--- config.mk ---
export PLATFORM = sky130hd
export DESIGN_NAME = tlb_refill
export DESIGN_NICKNAME = d
export VERILOG_FILES = /design/src/rtl/tlb_refill_pkg.sv /design/src/rtl/tlb_refill_victim_sel.sv /design/src/rtl/tlb_refill.sv
export SDC_FILE = /design/constraint.sdc
export NUM_CORES = 1
export LEC_CHECK = 0
export ABC_AREA = 1
export BUFFER_PORTS_ARGS = -buffer_cell sky130_fd_sc_hd__buf_2
export CAP_MARGIN = 20
export CORE_UTILIZATION = 50
export CTS_BUF_LIST = sky130_fd_sc_hd__clkbuf_4 sky130_fd_sc_hd__clkbuf_8
export DETAILED_ROUTE_END_ITERATION = 6
export HOLD_SLACK_MARGIN = 0.08
export PLACE_DENSITY = 0.75
export SLEW_MARGIN = 5
export SYNTH_ARGS = -nofsm -noshare
export SYNTH_HDL_FRONTEND = slang
export SYNTH_SLANG_ARGS = --single-unit
--- constraint.sdc ---
create_clock -name clk -period 2.42 [get_ports clk]
set_clock_uncertainty 0.1 [all_clocks]
set_input_delay 0.484 -clock clk [delete_from_list [all_inputs] [get_ports clk]]
set_output_delay 0.484 -clock clk [all_outputs]
set_load 0.05 [all_outputs]
--- src/rtl/tlb_refill_pkg.sv ---
// Shared geometry, PTE field layout and FSM encodings for the TLB refill path.
package tlb_refill_pkg;

  localparam int NUM_WAYS       = 4;
  localparam int SET_INDEX_BITS = 4;
  localparam int NUM_SETS       = 2 ** SET_INDEX_BITS;
  localparam int WAY_BITS       = 2;
  localparam int VPN_BITS       = 20;
  localparam int PPN_BITS       = 20;
  localparam int PERM_BITS      = 2;
  localparam int ENTRY_BITS     = SET_INDEX_BITS + WAY_BITS;

  localparam int PPN_MSB  = 31;
  localparam int PPN_LSB  = 12;
  localparam int PERM_MSB = 2;
  localparam int PERM_LSB = 1;
  localparam int PTE_V    = 0;

  localparam logic [ENTRY_BITS-1:0] ENTRY_LAST = ENTRY_BITS'(NUM_SETS * NUM_WAYS - 1);

  localparam logic [2:0] ST_IDLE  = 3'd0;
  localparam logic [2:0] ST_FLUSH = 3'd1;
  localparam logic [2:0] ST_REQ   = 3'd2;
  localparam logic [2:0] ST_WAIT  = 3'd3;
  localparam logic [2:0] ST_WRITE = 3'd4;

  typedef struct packed {
    logic [PPN_BITS-1:0]  ppn;
    logic [PERM_BITS-1:0] perms;
    logic                 valid;
  } pte_t;

endpackage

--- src/rtl/tlb_refill_victim_sel.sv ---
// Victim way choice: lowest invalid way, else per-set round-robin pointer.
module tlb_refill_victim_sel
  import tlb_refill_pkg::*;
(
  input  logic                      clk,
  input  logic                      rst_n,
  input  logic [SET_INDEX_BITS-1:0] set_i,
  input  logic [NUM_WAYS-1:0]       set_valid_i,
  input  logic                      commit_i,
  input  logic                      clear_i,
  output logic [WAY_BITS-1:0]       way_o
);

  logic [WAY_BITS-1:0] rr_q [NUM_SETS];
  logic [WAY_BITS-1:0] rr_d [NUM_SETS];
  logic [WAY_BITS-1:0] first_inv;
  logic                all_valid;

  // Descending scan so the lowest invalid index wins.
  always_comb begin
    first_inv = '0;
    for (int i = NUM_WAYS - 1; i >= 0; i--) begin
      if (!set_valid_i[i]) begin
        first_inv = WAY_BITS'(i);
      end else begin
        first_inv = first_inv;
      end
    end
    all_valid = &set_valid_i;
    way_o     = all_valid ? rr_q[set_i] : first_inv;
  end

  always_comb begin
    for (int s = 0; s < NUM_SETS; s++) begin
      rr_d[s] = clear_i ? '0 : rr_q[s];
    end
    if (!clear_i && commit_i && all_valid) begin
      rr_d[set_i] = rr_q[set_i] + WAY_BITS'(1);
    end else begin
      rr_d[set_i] = rr_d[set_i];
    end
  end

  always_ff @(posedge clk) begin
    for (int s = 0; s < NUM_SETS; s++) begin
      if (!rst_n) begin
        rr_q[s] <= '0;
      end else begin
        rr_q[s] <= rr_d[s];
      end
    end
  end

endmodule

--- src/rtl/tlb_refill.sv ---
// TLB refill engine: miss -> PTW request -> PTE write, plus sequential full flush.
module tlb_refill
  import tlb_refill_pkg::*;
(
  input  logic                      clk,
  input  logic                      rst_n,
  input  logic                      miss_valid_i,
  input  logic [VPN_BITS-1:0]       miss_vpn_i,
  output logic                      miss_ready_o,
  input  logic [NUM_WAYS-1:0]       set_valid_i,
  input  logic [31:0]               pt_base_i,
  output logic                      ptw_req_valid_o,
  output logic [31:0]               ptw_req_addr_o,
  input  logic                      ptw_req_ready_i,
  input  logic                      ptw_resp_valid_i,
  input  logic [31:0]               ptw_resp_data_i,
  output logic                      wr_en_o,
  output logic [SET_INDEX_BITS-1:0] wr_set_o,
  output logic [WAY_BITS-1:0]       wr_way_o,
  output logic                      wr_valid_o,
  output logic [VPN_BITS-1:0]       wr_vpn_o,
  output logic [PPN_BITS-1:0]       wr_ppn_o,
  output logic [PERM_BITS-1:0]      wr_perms_o,
  output logic                      refill_done_o,
  output logic                      refill_fault_o,
  input  logic                      flush_req_i,
  output logic                      flush_done_o
);

  logic [2:0]                state_q, state_d;
  logic [VPN_BITS-1:0]       vpn_q, vpn_d;
  logic [ENTRY_BITS-1:0]     cnt_q, cnt_d, cnt_next;
  logic                      pend_q, pend_d;
  logic                      req_valid_q, req_valid_d;
  logic [31:0]               req_addr_q, req_addr_d;
  logic                      wr_en_q, wr_en_d;
  logic [SET_INDEX_BITS-1:0] wr_set_q, wr_set_d;
  logic [WAY_BITS-1:0]       wr_way_q, wr_way_d;
  logic                      wr_valid_q, wr_valid_d;
  logic [VPN_BITS-1:0]       wr_vpn_q, wr_vpn_d;
  logic [PPN_BITS-1:0]       wr_ppn_q, wr_ppn_d;
  logic [PERM_BITS-1:0]      wr_perms_q, wr_perms_d;
  logic                      done_q, done_d;
  logic                      fault_q, fault_d;
  logic                      fdone_q, fdone_d;
  logic                      commit, clear;
  logic [WAY_BITS-1:0]       victim_way;
  pte_t                      pte;
  logic                      unused_pte_bits;

  assign pte.ppn         = ptw_resp_data_i[PPN_MSB:PPN_LSB];
  assign pte.perms       = ptw_resp_data_i[PERM_MSB:PERM_LSB];
  assign pte.valid       = ptw_resp_data_i[PTE_V];
  assign unused_pte_bits = ^ptw_resp_data_i[PPN_LSB-1:PERM_MSB+1];
  assign cnt_next        = cnt_q + ENTRY_BITS'(1);

  tlb_refill_victim_sel u_victim (
    .clk         (clk),
    .rst_n       (rst_n),
    .set_i       (vpn_q[SET_INDEX_BITS-1:0]),
    .set_valid_i (set_valid_i),
    .commit_i    (commit),
    .clear_i     (clear),
    .way_o       (victim_way)
  );

  // A pending or requested flush blocks new misses so the flush cannot be starved.
  assign miss_ready_o = (state_q == ST_IDLE) && !pend_q && !flush_req_i;

  always_comb begin
    state_d     = state_q;
    vpn_d       = vpn_q;
    cnt_d       = cnt_q;
    pend_d      = pend_q;
    req_valid_d = req_valid_q;
    req_addr_d  = req_addr_q;
    wr_en_d     = 1'b0;
    wr_set_d    = wr_set_q;
    wr_way_d    = wr_way_q;
    wr_valid_d  = wr_valid_q;
    wr_vpn_d    = wr_vpn_q;
    wr_ppn_d    = wr_ppn_q;
    wr_perms_d  = wr_perms_q;
    done_d      = 1'b0;
    fault_d     = 1'b0;
    fdone_d     = 1'b0;
    commit      = 1'b0;
    clear       = 1'b0;
    case (state_q)
      ST_IDLE: begin
        if (flush_req_i || pend_q) begin
          state_d    = ST_FLUSH;
          pend_d     = 1'b0;
          cnt_d      = '0;
          wr_en_d    = 1'b1;
          wr_valid_d = 1'b0;
          wr_set_d   = '0;
          wr_way_d   = '0;
        end else if (miss_valid_i) begin
          state_d     = ST_REQ;
          vpn_d       = miss_vpn_i;
          req_valid_d = 1'b1;
          req_addr_d  = pt_base_i + {10'd0, miss_vpn_i, 2'b00};
          wr_set_d    = miss_vpn_i[SET_INDEX_BITS-1:0];
        end else begin
          state_d = ST_IDLE;
        end
      end
      ST_FLUSH: begin
        if (cnt_q == ENTRY_LAST) begin
          state_d = ST_IDLE;
          clear   = 1'b1;
        end else begin
          cnt_d                = cnt_next;
          wr_en_d              = 1'b1;
          wr_valid_d           = 1'b0;
          {wr_set_d, wr_way_d} = cnt_next;
          fdone_d              = (cnt_next == ENTRY_LAST);
        end
      end
      ST_REQ: begin
        pend_d = pend_q | flush_req_i;
        if (ptw_req_ready_i) begin
          state_d     = ST_WAIT;
          req_valid_d = 1'b0;
        end else begin
          state_d = ST_REQ;
        end
      end
      ST_WAIT: begin
        pend_d = pend_q | flush_req_i;
        if (ptw_resp_valid_i) begin
          state_d = ST_WRITE;
          done_d  = 1'b1;
          if (pte.valid) begin
            wr_en_d    = 1'b1;
            wr_valid_d = 1'b1;
            wr_vpn_d   = vpn_q;
            wr_ppn_d   = pte.ppn;
            wr_perms_d = pte.perms;
            wr_way_d   = victim_way;
            commit     = 1'b1;
          end else begin
            fault_d = 1'b1;
          end
        end else begin
          state_d = ST_WAIT;
        end
      end
      ST_WRITE: begin
        pend_d  = pend_q | flush_req_i;
        state_d = ST_IDLE;
      end
      default: begin
        state_d = ST_IDLE;
      end
    endcase
  end

  always_ff @(posedge clk) begin
    if (!rst_n) begin
      state_q     <= ST_IDLE;
      vpn_q       <= '0;
      cnt_q       <= '0;
      pend_q      <= 1'b0;
      req_valid_q <= 1'b0;
      req_addr_q  <= '0;
      wr_en_q     <= 1'b0;
      wr_set_q    <= '0;
      wr_way_q    <= '0;
      wr_valid_q  <= 1'b0;
      wr_vpn_q    <= '0;
      wr_ppn_q    <= '0;
      wr_perms_q  <= '0;
      done_q      <= 1'b0;
      fault_q     <= 1'b0;
      fdone_q     <= 1'b0;
    end else begin
      state_q     <= state_d;
      vpn_q       <= vpn_d;
      cnt_q       <= cnt_d;
      pend_q      <= pend_d;
      req_valid_q <= req_valid_d;
      req_addr_q  <= req_addr_d;
      wr_en_q     <= wr_en_d;
      wr_set_q    <= wr_set_d;
      wr_way_q    <= wr_way_d;
      wr_valid_q  <= wr_valid_d;
      wr_vpn_q    <= wr_vpn_d;
      wr_ppn_q    <= wr_ppn_d;
      wr_perms_q  <= wr_perms_d;
      done_q      <= done_d;
      fault_q     <= fault_d;
      fdone_q     <= fdone_d;
    end
  end

  assign ptw_req_valid_o = req_valid_q;
  assign ptw_req_addr_o  = req_addr_q;
  assign wr_en_o         = wr_en_q;
  assign wr_set_o        = wr_set_q;
  assign wr_way_o        = wr_way_q;
  assign wr_valid_o      = wr_valid_q;
  assign wr_vpn_o        = wr_vpn_q;
  assign wr_ppn_o        = wr_ppn_q;
  assign wr_perms_o      = wr_perms_q;
  assign refill_done_o   = done_q;
  assign refill_fault_o  = fault_q;
  assign flush_done_o    = fdone_q;

endmodule

* After elaboration in Yosys (flattened, before gate mapping)
Memories as Yosys holds them, arrays and structs flattened. A register that Yosys moved wholly into a read port is not among the register bits.
Cells that the tools add are included.
** Word-level totals
- Flip-flop bits (word level) :: 116
- Bits in writable memories :: 32
- Output and inout bits :: 87
- Memories kept :: 1
** Memory list
- u_victim.rr_q :: depth 16, bits a word 2, rd ports 17, clocked after memory_dff 1, wr ports 16, RTL line tlb_refill_victim_sel.sv:14 : logic [WAY_BITS-1:0] rr_q [NUM_SETS];
** Operators by class
- Add/subtract/negate cells :: 3
- $lt $le $gt $ge :: 2
- Equality and inequality tests :: 15
- Multiplexer cells :: 87
- Bitwise gates (word level) :: 21
- Reductions and logical operators :: 26
** Operator list (count)
- two-way mux 2 bit :: 46
- bitwise mux 32 bit :: 2
- adder 32 x 22 -> 32 bit :: 1
- two-way mux 32 bit :: 1
- two-way mux 4 bit :: 5
- two-way mux 1 bit :: 19
- OR 1 bit :: 17
- AND reduction 3 bit :: 5
- inequality test 2 bit, second input constant :: 7
- == test 6 bit, second input constant :: 2
- two-way mux 6 bit :: 2
- case mux 3 bit (4 select lines) :: 1
- case mux 6 bit (2 select lines) :: 1
- binary-select mux 2 bit (select 4 bit) :: 1
- demux 2 bit (select 4 bit) :: 1
- case mux 4 bit (2 select lines) :: 1
- AND reduction 4 bit :: 2
- adder 6 x 1 -> 6 bit, second input constant :: 1
- == test 3 x 2 -> 1 bit, second input constant :: 2
- two-way mux 3 bit :: 2
- case mux 1 bit (3 select lines) :: 2
- case mux 2 bit (3 select lines) :: 1
- nonzero test 2 bit :: 3
- OR reduction 3 bit :: 2
- other kinds (17) :: 27

* Logic depth before layout (Yosys ltp)
- Word-level depth :: 10
- Depth in mapped cells :: 15
- Gate-level depth less buffers :: 14

* Cells and area by module
Synthesis repeated with hierarchy kept, for this count alone.
** Second synthesis, totals
- Cell total of the unflattened synthesis :: 1320
- Area total of the unflattened synthesis :: 8345.5 µm²
** By module, submodules not included
- tlb_refill :: times used 1, cells each 952, area an instance 6208.5 µm², seq. area each 2322.2 µm²
- tlb_refill_victim_sel :: times used 1, cells each 368, area an instance 2137.0 µm², seq. area each 640.6 µm²

* Least setup slack after synthesis
OpenSTA, ideal clock, no wires.
- Path type :: in2reg
- Start point :: input miss_vpn_i[0]
- End point :: register req_addr_q[22] (netlist: ptw_req_addr_o[22])
- Library setup time :: 115 ps
- Arrival time :: 2022 ps
- Data required time :: 2205 ps
- Path slack :: 182 ps
- Cell stages on the path :: 14
- Buffers on the path :: 0
- Cells stage by stage :: ha_1 -> fa_1 -> nand3_1 -> nand2_1 -> nand2_1 -> o211ai_1 -> nand2_1 -> nand2_1 -> nand2_1 -> nand2_1 -> nand2_1 -> nand2_1 -> o21ai_0 -> inv_1
** Between the ends
- Cells in the longest elaborated chain, start to end :: 1
** RTL lines
- start: declaration :: RTL line tlb_refill.sv:8 : input logic [VPN_BITS-1:0] miss_vpn_i,
- adder 32 x 22 -> 32 bit :: RTL line tlb_refill.sv:103 : req_addr_d = pt_base_i + {10'd0, miss_vpn_i, 2'b00};
- end signal: assignment :: RTL line tlb_refill.sv:184 : req_addr_q <= req_addr_d;
- end: declaration :: RTL line tlb_refill.sv:35 : logic [31:0] req_addr_q, req_addr_d;
No other way between the ends.
A chain may end at the register's enable or synchronous reset.

* Final worst setup path
- Start point :: register state_q[2]
- End point :: output miss_ready_o
** Between the ends
- Cells in the longest elaborated chain, start to end :: 3
** RTL lines
- start: declaration :: RTL line tlb_refill.sv:30 : logic [2:0] state_q, state_d;
- start signal: assignment :: RTL line tlb_refill.sv:179 : state_q <= state_d;
- logical NOT 3 bit :: RTL line tlb_refill.sv:68 : assign miss_ready_o = (state_q == ST_IDLE) && !pend_q && !flush_req_i;
- logical AND 1 bit (2 in series) :: RTL line tlb_refill.sv:68
- end: declaration :: RTL line tlb_refill.sv:9 : output logic miss_ready_o,
No other way between the ends.

==> impl_metrics.csv <==
group,metric,value,unit
pwr,ir_drop,0.000442,V
grt,grt_util_all_layers,27.7,%
cts,cts.reportedPaths.clkPinSlew,90,ps
synth,synth_area,8260,um2
synth,synthesized_instance_count,1266,
cells_and_area,num-nets-final,1555,
worst_setup_path,worst_r2r_path_depth,12,
synth,async_reset_ff_share,0,%
floorplan,design.portCount,181,
synth,synth_area_per_cell,6.52,um2
cts,cts_resized,0,
synth,synth_mux_area_share,0,%
sta,maxSlewHeadroom,57.2,%
floorplan,fp.dieH,131,um
synth,synth_flop_type,"sky130_fd_sc_hd__dfxtp_1",
cts,ctsRootBufferMaster,"sky130_fd_sc_hd__clkbuf_8",
cts,cts.path.max_buffers,2,
synth,synthSimpleGateAreaFrac,34.4,%
synth,post-synth-top-count-cell,"sky130_fd_sc_hd__nor2_1",
pwr,p_total,6.20,mW
synth,syn-num-nets,1383,
min_path,min_path_cells,2,
place,globalplace.congestion,0.912,
sta,clock.fmax,0.457,GHz
synth,ys_seq_elements,152,
sta,hold_viol_final,0,
cells_and_area,post-route-util,61.3,%
floorplan,floorplan.rows,46,
route,routed_via_count_divided_by_cell_count,5.09,
route,dr_wl_met3,1.41,mm
route,firstDrtPassIters,7,
worst_setup_path,worst_reg2reg_path_endpoint,"u_victim.rr_q[11][0]",
min_path,worst_hold_startpoint,"ptw_resp_data_i[0]",
worst_setup_path,setup.worst_path.start_class,"flip-flop",
route,route.antenna.remaining_nets,0,
synth,synth_top_family_by_area,"simple AND/OR/NAND/NOR gates",
sta,period_share,90.4,%
flow_run,max_cap_viol_count,0,
route,drt-initial-drc-count,593,
grt,antenna_found_initial,2,
synth,synth_enable_flop_cells,0,
sta,final-setup-viol-count,0,
synth,synth_compound_gate_area_share,13.7,%
route,met2RoutedLength,11.1,mm
grt,grt_max_degree,75,
worst_setup_path,timing.critical_path.fanout_max,5,
sta,grt_setup_unrepaired,"false",
grt,grt_first_pass_wirelength,36.9,mm
cts,cts_buffers,17,
worst_setup_path,worst_setup_path_end_kind,"output pin",
run_status,run_status,"finished, violations left",
place,port-buffer-count,171,
synth,synth.lib_cells_used.distinct,43,
synth,synth_top_area_share,36.8,%
worst_setup_path,path_class,"reg2out",
cts,clkSinkCount,152,
synth,leading_area_contributor_after_synthesis,"sky130_fd_sc_hd__dfxtp_1",
sta,report.final.slew_viol_count,0,
pwr,power.static_leakage,4.72,nW
route,postRouteWirelength,22.9,mm
worst_setup_path,timing.rr.start,"state_q[0]",
synth,synth-adder-area-share,3.57,%
floorplan,area_of_the_core_region,16000,um2
cts,insertion_delay,460,ps
synth,synth-warning-count,0,
min_path,whs_endpoint,"refill_fault_o",
sta,max_slew.worst_pin.slew,641,ps
sta,period_minus_slack,2190,ps
cts,cts_post_setup_buffers_inserted,0,
route,dr_total_vias,8497,
worst_setup_path,slack_of_the_worst_reg_to_reg_path,270,ps
floorplan,start_util,51.6,%
grt,first_global_vias,7871,
route,routed_wire_length_per_instance,13.7,um
cts,clock_tree_from_tritoncts,"done",
sta,tns,0,ps
place,dp.final_hpwl,16.7,mm
floorplan,die_x,131,um
synth,synth_xor_area_share,1.59,%
route,maxUsedRoutingLayer,"met4",
worst_setup_path,arrival,1600,ps
pwr,power_density,632,nW/um2
synth,synth_sequential_area_ratio,36.8,%
cells_and_area,synth_to_final_area_change,18.8,%
worst_setup_path,critical_path_required,1840,ps
min_path,min-delay-path-class,"in2reg",
grt,globalRouteOverflowTotal,0,
cts,h-tree-depth,4,
cells_and_area,final_layout_size_suffix_gt1_share,19.8,%
route,post-route-drc-count,1,
cts,post_cts_hold_buffer_count,0,
floorplan,design.die.area,17000,um2
run_status,violations_in_the_final_reports,"design-rule violations",
synth,yosys-top-cells-area,"sky130_fd_sc_hd__dfxtp_1 (37%), sky130_fd_sc_hd__nor2_1 (13%), sky130_fd_sc_hd__nand2_1 (12%)",
synth,synth_common_cells,"sky130_fd_sc_hd__nor2_1 (276), sky130_fd_sc_hd__nand2_1 (265), sky130_fd_sc_hd__dfxtp_1 (152)",
route,wirelength_met1,9.63,mm
## stage by stage
stage               hold WS, ps  setup WS, ps  cells  area [um2]
floorplan                   339           182   1266        8260
global placement            351         -55.5   1635        9410
detailed placement          353         -74.7   1635        9410
CTS                        90.8           218   1667        9810
global route               88.0           130   1669        9810
finish                      114           232   1670        9810
## flip-flops by register name (all words and copies together), names as in the netlist, 2 cells and up, named ones only
register,count
ptw_req_addr_o,32
u_victim.rr_q,32
vpn_q,20
wr_ppn_o,20
wr_vpn_o,20
cnt_q,6
wr_set_o,4
state_q,3
wr_perms_o,2
wr_way_o,2
## logic make-up after synthesis
family          Yosys count
compound gates          210
xor+xnor                 15
fa+ha+maj                23
buf+inv                 195
flops                   152
simple gates            671
## layout make-up
cell class / count / area (um2)
clock buffer: 18 / 248
timing repair buffer: 204 / 1140
multi-input combinational: 919 / 4400
antenna: 3 / 7.51
clock inverter: 14 / 153
fill: 1602 / 6190
inverter: 144 / 548
tap: 216 / 270
sequential: 152 / 3040
## critical path, cell delays in order (launching register included)
cell and delay, ps:
sky130_fd_sc_hd__dfxtp_1 350, sky130_fd_sc_hd__nor2_1 110, sky130_fd_sc_hd__inv_1 70, sky130_fd_sc_hd__nor2_1 120, sky130_fd_sc_hd__nand2_1 160, sky130_fd_sc_hd__inv_1 80
sky130_fd_sc_hd__buf_2 250
## routing by layer
metal | vias up | GRT usage (%)
met5 | - | 0
met2 | 265 | 48.2
met4 | 0 | 13.3
met3 | 59 | 6.84
met1 | 3803 | 31.7
li1 | 4370 | -
## layout by cell type (no fill, tap or decap), drive strengths merged
cell      netlist  final
a21boi          1      1
a21o            3      3
a21oi          73     73
a31o            1      1
a31oi           4      4
a41oi           1      1
buf            21    204
bufinv          0      1
clkbuf         30     18
clkinv          0      3
clkinvlp        0      1
dfxtp         152    152
diode           0      3
fa              1      1
ha             22     22
inv           144    153
nand2         274    274
nand3          94     94
nand3b          3      3
nand4           9      9
nor2          278    278
nor3           10     10
nor4            1      1
o211a           1      1
o211ai          4      4
o21a            2      2
o21ai         119    119
o21bai          1      1
or2             1      1
or3             1      1
xnor2           2      2
xor2           13     13
## power by group
group / internal (mW) / switching, mW
logic: 0.447 / 1.05
registers: 2.63 / 0.0815
clock network: 0.888 / 1.10
total: 3.96 / 2.24
## worst max-delay path by stage
stage                  start                  to  slack, ps  depth (start not counted)
4_1_cts           state_q[2]        miss_ready_o        220                          6
3_5_place_dp   miss_vpn_i[0]  ptw_req_addr_o[22]        -70                         15
5_1_grt           state_q[2]        miss_ready_o        130                          6
2_1_floorplan  miss_vpn_i[0]  ptw_req_addr_o[22]        180                         14
3_3_place_gp   miss_vpn_i[0]  ptw_req_addr_o[22]        -60                         15
6_report          state_q[2]        miss_ready_o        230                          6
Power figures use the tool's default switching activity.
